==> src/rtl/qalu_arbiter.sv <==
// qalu_arbiter: two-requester round-robin sequencer for one shared combinational quaternary ALU
// Optional operand/opcode legality check is enabled by defining QALU_ARB_OPCHECK_EN.
module qalu_arbiter #(
    parameter int W      = 7,
    parameter int OPW    = 4,
    parameter int MAX_OP = 4
) (
    input  logic           clk,
    input  logic           rst,
    input  logic           req0_valid,
    output logic           req0_ready,
    input  logic [W-1:0]   req0_a,
    input  logic [W-1:0]   req0_b,
    input  logic [OPW-1:0] req0_op,
    input  logic           req1_valid,
    output logic           req1_ready,
    input  logic [W-1:0]   req1_a,
    input  logic [W-1:0]   req1_b,
    input  logic [OPW-1:0] req1_op,
    output logic           resp0_valid,
    input  logic           resp0_ready,
    output logic [W-1:0]   resp0_data,
    output logic           resp0_carry,
    output logic           resp0_err,
    output logic           resp1_valid,
    input  logic           resp1_ready,
    output logic [W-1:0]   resp1_data,
    output logic           resp1_carry,
    output logic           resp1_err,
    output logic [W-1:0]   alu_a,
    output logic [W-1:0]   alu_b,
    output logic [OPW-1:0] alu_sel,
    input  logic [W-1:0]   alu_out,
    input  logic           alu_carry
);
    typedef enum logic [1:0] {IDLE, EXEC, RESP} state_t;
    state_t state;
    logic last_grant, owner, gnt, accept, bad, ill, res_carry, res_err;
    logic [W-1:0] res_data, sel_a, sel_b;
    logic [OPW-1:0] sel_op;
`ifdef QALU_ARB_OPCHECK_EN
    localparam bit OPCHECK = 1'b1;
`else
    localparam bit OPCHECK = 1'b0;
`endif
    function automatic logic digits_ok(input logic [W-1:0] v);
        return (v % W'(10)) <= W'(3) && (v / W'(10)) <= W'(3);
    endfunction
    // Under contention the requester not served last wins; a lone requester always wins.
    assign gnt        = (req0_valid && req1_valid) ? !last_grant : req1_valid;
    assign req0_ready = !rst && state == IDLE && req0_valid && !gnt;
    assign req1_ready = !rst && state == IDLE && req1_valid && gnt;
    assign accept     = req0_ready || req1_ready;
    assign sel_a      = gnt ? req1_a : req0_a;
    assign sel_b      = gnt ? req1_b : req0_b;
    assign sel_op     = gnt ? req1_op : req0_op;
    assign bad        = OPCHECK && !(sel_op <= OPW'(MAX_OP) && digits_ok(sel_a) && digits_ok(sel_b));
    // One result register serves both requesters; only the owner's valid is raised.
    assign resp0_data  = res_data;
    assign resp1_data  = res_data;
    assign resp0_carry = res_carry;
    assign resp1_carry = res_carry;
    assign resp0_err   = res_err;
    assign resp1_err   = res_err;
    // Accept, let the ALU settle for one cycle on registered operands, then hold the result until consumed.
    always_ff @(posedge clk or posedge rst) begin
        if (rst) begin
            state       <= IDLE;
            last_grant  <= 1'b1;
            owner       <= 1'b0;
            ill         <= 1'b0;
            alu_a       <= '0;
            alu_b       <= '0;
            alu_sel     <= '0;
            res_data    <= '0;
            res_carry   <= 1'b0;
            res_err     <= 1'b0;
            resp0_valid <= 1'b0;
            resp1_valid <= 1'b0;
        end else begin
            case (state)
                IDLE: if (accept) begin
                    owner      <= gnt;
                    last_grant <= gnt;
                    alu_a      <= sel_a;
                    alu_b      <= sel_b;
                    alu_sel    <= sel_op;
                    ill        <= bad;
                    state      <= EXEC;
                end
                EXEC: begin
                    res_data    <= ill ? '0 : alu_out;
                    res_carry   <= !ill && alu_sel == '0 && alu_carry;
                    res_err     <= ill;
                    resp0_valid <= !owner;
                    resp1_valid <= owner;
                    state       <= RESP;
                end
                RESP: if (owner ? resp1_ready : resp0_ready) begin
                    resp0_valid <= 1'b0;
                    resp1_valid <= 1'b0;
                    state       <= IDLE;
                end
                default: state <= IDLE;
            endcase
        end
    end
endmodule

==> config.mk <==
export PLATFORM = sky130hd
export DESIGN_NAME = qalu_arbiter
export DESIGN_NICKNAME = d
export VERILOG_FILES = /design/src/rtl/qalu_arbiter.sv
export SDC_FILE = /design/constraint.sdc
export NUM_CORES = 1
export LEC_CHECK = 0
export CAP_MARGIN = 20
export CORE_ASPECT_RATIO = 0.7
export CORE_UTILIZATION = 40
export DETAILED_ROUTE_END_ITERATION = 7
export GPL_TIMING_DRIVEN = 0
export PLACE_DENSITY = 0.84
export REMOVE_ABC_BUFFERS = 1
export SYNTH_ARGS = -nofsm -noshare
export SYNTH_HDL_FRONTEND = slang
export SYNTH_SLANG_ARGS = --single-unit
==> constraint.sdc <==
create_clock -name clk -period 3 [get_ports clk]
set_clock_uncertainty 0.05 [all_clocks]
set_input_delay 0.6 -clock clk [delete_from_list [all_inputs] [get_ports clk]]
set_output_delay 0.6 -clock clk [all_outputs]
set_load 0.01 [all_outputs]
==> results.cfg <==
[synth]
ys_types = 30
async_flop_share = 1.00
yosys_warnings = 0
synth_top_cell_by_area = dfrtp_1
syn_avg_cell_area_um2 = 12.3
seq_area_frac_synth = 0.522
netlist_area_mm2 = 0.00154
synth.ff_latch_count = 32
netlist_top_cells_area = dfrtp_1, a2bb2oi_1, o32ai_1
synth_top_area_frac = 0.504
synth_edf_count = 0
netlist_instances = 125
ys.flop_type = dfrtp_1

[clocking]
cts_tree = yes
clk_pin_slew_ns = 0.06
clk_latency_ns = 0.28
ctsResizeCount = 1
ctsHoldBuffers = 0
clock_sinks = 32
cts_root_buf = clkbuf_8
post-cts-setup-buffers = 0
h-tree-depth = 2
clock_path_buffers = 2
numCtsBuffers = 5

[floorplan]
row_count = 18
num_io_pins = 90
core_mm2 = 0.00360
die_x_um = 76.1
initial_core_util = 0.427
dieHeight_um = 53.9
dieArea_mm2 = 0.00410

[global_route]
overflow = 0
grt_usage = 0.237
antenna_found_initial = 0
grt_max_degree = 25
grt_pass1_vias = 1412
grt_pass1_wl_um = 7150

[timing]
min_period_ns = 2.90
finalSetupTns_ns = 0
period_share = 0.967
final_max_slew_viol_count = 0
rsz0062_at_grt = yes
setup_viol = 0
hold_violations = 0
max_freq_mhz = 345

[finish]
post-route-util = 0.690
fillers = 260
drive_gt1_frac = 0.117
num_antenna_cells = 0
nets = 254
syn2layout_area_growth_pct = 61.8

[routing]
wl_per_cell_um = 17.2
vias = 1355
drc = 0
avgViaCountPerCell = 5.31
antenna_left = 0
first_pass_iters = 2
finalWirelength_um = 4400
drt_iter0_markers = 21

[worst_setup_path]
cp_cell_sequence = clkdlybuf4s50_1 -> clkinv_2 -> nor3_1 -> clkdlybuf4s50_1
cp.arrival_ns = 2.25
cp_max_fo = 19
crit_path_frequent_cell = clkdlybuf4s50_1
crit_type = in2out
crit_path_start_kind = input pin
critPathMaxStageDelay_ns = 0.56
worstPathRequired_ns = 2.35
slowest_stage = clkdlybuf4s50_1
endpoint_kind = output pin
rr_worst_depth = 3

[placed_design]
dpl.hpwl_um = 3280
gp_congestion = 0.719
io_buffers = 87

[power]
peakVddDrop_v = 0.000594
power_leakage_nw = 1.00
p_per_area_mw_per_mm2 = 920

[hold_path]
min_path_cells = 1
hold_class = reg2reg

[flow_run]
maxCapViolCount = 0

[outcome]
outcome = finished clean
[cells in the mapped netlist (2+ instances only)]
library cell,count
a21o_1,4
a21oi_1,2
a2bb2oi_1,18
and2b_2,2
buf_2,4
buf_4,10
clkbuf_1,4
dfrtp_1,31
inv_1,3
mux2_2,7
nand3_1,2
nor2_1,2
nor3_1,2
o32ai_1,18
[placed cells by master (no fill, tap or decap)]
cell type and n:
nor3_2 1, clkbuf_8 6, a21bo_2 1, inv_1 3, and2b_2 2, a211oi_1 1, clkinv_2 1, o21ai_0 1
o211a_1 1, nor2b_1 1, a21oi_1 2, a21o_1 4, dfstp_2 1, buf_16 1, clkbuf_1 2, o32ai_1 18
buf_6 1, mux2i_1 1, a22o_1 1, nor4_1 1, a2bb2oi_1 18, clkdlybuf4s50_1 87, nor2_8 1, mux2_2 7
dfrtp_1 31, nand3_1 2, buf_4 1, or3_4 1, and3b_1 1, nand2_1 1, conb_1 2, nor3_1 1
nor2_1 2
[power by group]
part           internal, W  total [W]  switching (W)
Sequential        0.000645   0.000798       0.000153
Clock             0.000187   0.000335       0.000148
Combinational     0.000707    0.00116       0.000450
[metal layers]
layer  vias up  track usage  share of wire
met1       659        0.271           0.43
met4         0       0.0897          0.019
met2        55        0.438           0.50
li1        633            -              -
met5         -            0              0
met3         8       0.0678          0.052
[per-stage QoR]
stage / total power [W] / instances / hold slack [ns] / setup WS, ns / instance area, um2
global route: 0.00242 / 255 / 0.511 / -0.00750 / 2490
detailed placement: 0.00196 / 247 / 0.474 / -0.147 / 2400
finish: 0.00229 / 255 / 0.489 / 0.0980 / 2490
CTS: 0.00231 / 255 / 0.490 / 0.0947 / 2490
floorplan: 0.00128 / 107 / 0.469 / 0.814 / 1410
global placement: 0.00189 / 244 / 0.465 / -0.393 / 2340
[cells by family (layout without fill, tap and decap cells)]
| kind of cell | count (synthesis) | after routing | synth area share |
|---|---|---|---|
| flip-flops | 32 | 32 | 0.522 |
| AO/OA/AOI/OAI | 47 | 47 | 0.258 |
| other | 1 | 2 | 0.00244 |
| AND/OR/NAND/NOR | 14 | 14 | 0.0659 |
| multiplexers | 8 | 8 | 0.0578 |
| buffers and inverters | 23 | 102 | 0.0944 |
[state kept, by name, indices dropped and copies added (netlist names)]
| signal | cells |
|---|---|
| resp0_carry | 1 |
| alu_b | 7 |
| alu_sel | 4 |
| owner | 1 |
| last_grant | 1 |
| resp1_valid | 1 |
| alu_a | 7 |
| resp0_data | 7 |
| resp0_valid | 1 |
| state | 2 |
[worst paths after layout]
kind | start | end | slack (ns)
max in group asynchronous | rst | last_grant | 1.66
setup / recovery | req0_valid | req0_ready | 0.1
hold / removal | resp0_data[6] | resp0_data[6] | 0.49
hold reg to reg | resp0_data[6] | resp0_data[6] | 0.49
setup reg to reg | state[0] | alu_sel[3] | 1.48
min in group asynchronous | rst | resp0_data[3] | 0.67
[critical path, delay by kind of cell]
kind | cells | cell delay [ns]
and+or+nand+nor | 1 | 0.26
buffers and inverters | 3 | 1.39
[final cells by class]
| type | instances | area, um2 | share of cell area |
|---|---|---|---|
| well taps | 50 | 62.6 | 0.0252 |
| multi-input cells | 71 | 599 | 0.241 |
| clock buffers | 8 | 90.1 | 0.0362 |
| flip-flops and latches | 32 | 802 | 0.322 |
| repair buffers | 90 | 917 | 0.369 |
| inverters | 4 | 16.3 | 0.00654 |
Power figures use the tool's default switching activity.
==> variant 1, RTL diff (same settings) <==
Change the parameter `OPW` from 4 to 2.
--- a/src/rtl/qalu_arbiter.sv
+++ b/src/rtl/qalu_arbiter.sv
@@ -2,7 +2,7 @@
 // Optional operand/opcode legality check is enabled by defining QALU_ARB_OPCHECK_EN.
 module qalu_arbiter #(
     parameter int W      = 7,
-    parameter int OPW    = 4,
+    parameter int OPW    = 2,
     parameter int MAX_OP = 4
 ) (
     input  logic           clk,
Ports: changed (resized alu_sel, req0_op and req1_op); port bits go from 90 to 84. No check against the original RTL was run, so the function may have changed too.
==> variant 1 against the original RTL <==
- register-to-register slack worse by 280 ps
- maximum frequency is 1.9% higher
- first-iteration DRC count is 19% higher
- power is 7.1% lower
- worst setup slack better by 55 ps
- combinational power is 7% lower
- wire length is 12% lower
- sequential cell count is 2 lower
- synthesized area is 2.0% lower
- core utilization is 2.2 points lower
- count of clock-buffer cells in the layout is 1 lower
- final area is 4.4% lower
- critical path type unchanged
==> variant 1: results (changes against the original RTL) <==
* M1 WL at 1.614 mm (was 1.885 mm)
* Largest net degree at the start of global routing at 19 (was 25)
* First-pass GRT wire length at 5.865 mm (was 7.148 mm)
* Crit path max fanout at 17 (was 19)
* Status: completed (unchanged)
* Average routed wire per standard cell at 15.13 um (was 17.25 um)
* CP arrival at 2200 ps (was 2250 ps)
* Global Route Usage Sum at 20.72% (was 23.70%)
* GP Congestion at 0.7150 (was 0.7190)
* Synth top area cells: dfrtp_1, o32ai_1, a2bb2oi_2 (was dfrtp_1, a2bb2oi_1, o32ai_1)
* Final HPWL DP at 2.929 mm (was 3.282 mm)
* Register area share after synthesis at 49.88% (was 52.16%)
* Die area at 4023 um2 (was 4100 um2)
* Port-buffer cells at 81 (was 87)
* Detailed Routing Iterations Pass 1 at 5 (was 2)
* Area occupied by multi-input gates at 625.6 um2 (was 599.3 um2)
* Final wirelength at 3.859 mm (was 4.398 mm)
* FILL cells at 296 (was 260)
* Setup WS pre-CTS at -374.2 ps (was -146.7 ps)
* Worst vdd ir at 0.4279 mV (was 0.5943 mV)
* 1st-iter DRT viols at 25 (was 21)
* Vias in the first global route at 1,308 (was 1,412)
* Top post-synthesis cells by count: dfrtp_1, nand2_1, o32ai_1, buf_4, a2bb2oi_2 (was dfrtp_1, a2bb2oi_1, o32ai_1, buf_4, mux2_2)
* # placed instances at 248 (was 247)
* Placed Area at 2293 um2 (was 2396 um2)
* Layout cells sized above 1 at 11.22% (was 11.71%)
* Vias per cell at 5.204 (was 5.314)
* Synth Warn # at 0 (unchanged)
[variant 1: worst max-delay path, cell delays in order]
cell and delay [ps]:
clkdlybuf4s50_1 510, a21bo_2 360, nor2_1 170, clkdlybuf4s50_1 560
[variant 1: kinds of logic after synthesis]
kind of cell / Yosys count / synth area share [%]
flip-flops: 30 / 49.88
AND/OR/NAND/NOR: 37 / 12.62
AO/OA/AOI/OAI: 42 / 27.22
multiplexers: 1 / 0.6639
other: 1 / 0.2487
buffers and inverters: 22 / 9.377
[variant 1: routing by layer]
metal / GRT usage, % / up-vias
li1: - / 622
met1: 22.65 / 627
met2: 36.01 / 71
met3: 6.286 / 7
met4: 11.42 / 0
met5: 0 / -
[variant 1: path summary, 6_finish.rpt]
kind                            endpoint     startpoint  slack (ps)  depth (start not counted)
min in group asynchronous       alu_a[4]            rst         740                          2
max reg2reg                        owner       state[1]        1200                          4
max in group asynchronous  resp0_data[3]            rst        1650                          3
max                           req1_ready     req1_valid         150                          4
min                        resp0_data[2]  resp0_data[2]         450                          2
min reg2reg                resp0_data[2]  resp0_data[2]         450                          2
[variant 1: what timing repair did]
action	CTS	global route
gates resized for setup	1	1
endpoints found under the setup margin	1	1
buffers inserted	0	0
hold buffers	0	0
[variant 1: area by class of cell]
class	count	share of cell area, %
repair buffers	83	35.74
flip-flops and latches	30	31.63
multi-input cells	82	26.32
clock buffers	7	3.211
well taps	50	2.632
inverters	3	0.4737
[variant 1: power by group through the flow]
stage / combinational, mW / sequential (mW) / clock [mW]
floorplan: 0.388 / 0.837 / 0
global placement: 1.04 / 0.739 / 0
detailed placement: 1.09 / 0.754 / 0
CTS: 1.09 / 0.755 / 0.304
global route: 1.16 / 0.779 / 0.327
finish: 1.08 / 0.755 / 0.294
==> variant 2, RTL diff (same flow settings) <==
Without the edit above. Re-encode `state_t` (3 states) as one-hot, 3 bits wide.
--- a/src/rtl/qalu_arbiter.sv
+++ b/src/rtl/qalu_arbiter.sv
@@ -33,7 +33,7 @@
     input  logic [W-1:0]   alu_out,
     input  logic           alu_carry
 );
-    typedef enum logic [1:0] {IDLE, EXEC, RESP} state_t;
+    typedef enum logic [2:0] {IDLE = 3'b001, EXEC = 3'b010, RESP = 3'b100} state_t;
     state_t state;
     logic last_grant, owner, gnt, accept, bad, ill, res_carry, res_err;
     logic [W-1:0] res_data, sel_a, sel_b;
Function: no difference found for any inputs over 10 cycles, from zero or initial values and one cycle with rst high; not proved beyond that.
==> variant 2 against the original RTL <==
- worst setup slack better by 180 ps
- wire length down 4.6%
- maximum frequency up 6.6%
- synthesized area up 3.0%
- power up 2.5%
- final area up 2.1%
- sequential cell count up 1
- core utilization up 0.55 points
- critical path depth unchanged
- critical path type unchanged
- largest cell class unchanged
- largest power group unchanged
==> variant 2: results (changes against the original RTL) <==
* Status: completed (unchanged)
* Slowest cell on the critical path: or4b_4 (was clkdlybuf4s50_1)
* Distinct cells, synth at 31 (was 30)
* Root Buffer: clkbuf_8 (unchanged)
* Htree depth at 2 (unchanged)
* Pleak at 1.009 nW (was 0.9995 nW)
* Worst slew pin tran at between 900 and 1000 ps
* Final net count at 256 (was 254)
* Antenna Cells at 0 (unchanged)
* Clk_lat worst skew at 290 ps
* Detailed Routing Iterations Pass 1 at 4 (was 2)
* Worst vdd ir at 0.5970 mV (was 0.5943 mV)
* CTS max path bufs at 2 (unchanged)
* CP arrival at 2070 ps (was 2250 ps)
* Crit path max fanout at 3 (was 19)
* Synth top area cells: dfrtp_1, a2bb2oi_1, o32ai_1 (unchanged)
* Largest net degree at the start of global routing at 21 (was 25)
* Initial antenna violation count at 0 (unchanged)
* GR Layer Usage met1 at 25.00% (was 27.13%)
* 1st-iter DRT viols at 31 (was 21)
* Top post-synthesis cells by count: dfrtp_1, a2bb2oi_1, o32ai_1, buf_4, mux2_2 (unchanged)
* Cts bufs inserted at 5 (unchanged)
* Port-buffer cells at 87 (unchanged)
* Vias per cell at 5.362 (was 5.314)
* Setup bufs post-CTS at 0 (unchanged)
* Register area share after synthesis at 52.29% (was 52.16%)
* Synth Warn # at 0 (unchanged)
* Met3 Use GR at 7.833% (was 6.780%)
* Met2 Resource Use GR at 36.87% (was 43.79%)
* CTS resizes at 2 (was 1)
* Average routed wire per standard cell at 16.33 um (was 17.25 um)
* Synth async-reset ratio at 100.0% (unchanged)
* Hold Path Class: reg2reg (unchanged)
* FILL cells at 262 (was 260)
* Max incr delay on CP at 540 ps (was 560 ps)
* First-pass GRT wire length at 6.713 mm (was 7.148 mm)
* GP Congestion at 0.7516 (was 0.7190)
* Global Route Usage Sum at 21.56% (was 23.70%)
* Top cell type's share of synthesized area at 48.97% (was 50.45%)
* TNS Setup at 0 ps (unchanged)
* Cell family with most CP delay: buffers and inverters (unchanged)
* Final HPWL DP at 3.123 mm (was 3.282 mm)
* Reg clk slew, reported paths at 70 ps
* Layout cells sized above 1 at 13.53% (was 11.71%)
* Vias in the first global route at 1,428 (was 1,412)
[variant 2: cell types whose count changed after synthesis, moves of 2 or more]
cell,delta
a21o_1,-3
buf_2,-2
and2b_2,-2
nor3b_1,+3
a311o_1,+2
buf_6,+3
a21oi_1,-2
nor2_1,+2
[variant 2: final cells by class]
cell class / count / area share [%]
Timing Repair Buffer: 90 / 35.53
Inverter: 3 / 0.4929
Multi-Input combinational cell: 73 / 24.30
Tap cell: 50 / 2.464
Sequential cell: 33 / 32.63
Clock buffer: 7 / 3.401
Clock inverter: 1 / 1.183
[variant 2: cells by family after synthesis]
logic type             synth area share [%]
AND/OR/NAND/NOR                       8.767
multiplexers                          5.687
other                                0.2367
flip-flops                            52.29
AO/OA/AOI/OAI                         23.62
buffers and inverters                 9.400
[variant 2: final timing paths]
path / slack, ps / startpoint / to / cells past startpoint
hold reg to reg: 490 / alu_b[2] / alu_b[2] / 1
setup reg to reg: 1090 / state[2] / alu_sel[0] / 3
min in group asynchronous: 780 / rst / resp0_valid / 2
max in group asynchronous: 1570 / rst / alu_a[5] / 3
hold / removal: 490 / alu_b[2] / alu_b[2] / 1
setup / recovery: 280 / rst / req0_ready / 4
[variant 2: power breakdown]
group          switching, mW  internal (mW)
combinational          0.409          0.681
clock                  0.168          0.271
sequential             0.159          0.659
[variant 2: stage by stage]
stage	instances	total power, mW	setup slack, ps	instance area [um2]
detailed placement	249	1.915	-116.5	2420
global placement	246	1.870	-1115	2384
global route	257	2.474	219.0	2539
floorplan	109	1.251	175.8	1450
CTS	257	2.366	14.61	2536
finish	257	2.347	277.3	2539
[variant 2: routing by layer]
layer  up-vias  wire [um]
met5         -          0
li1        642          -
met4         0         82
met1       670       1714
met2        57       2023
met3         9        377
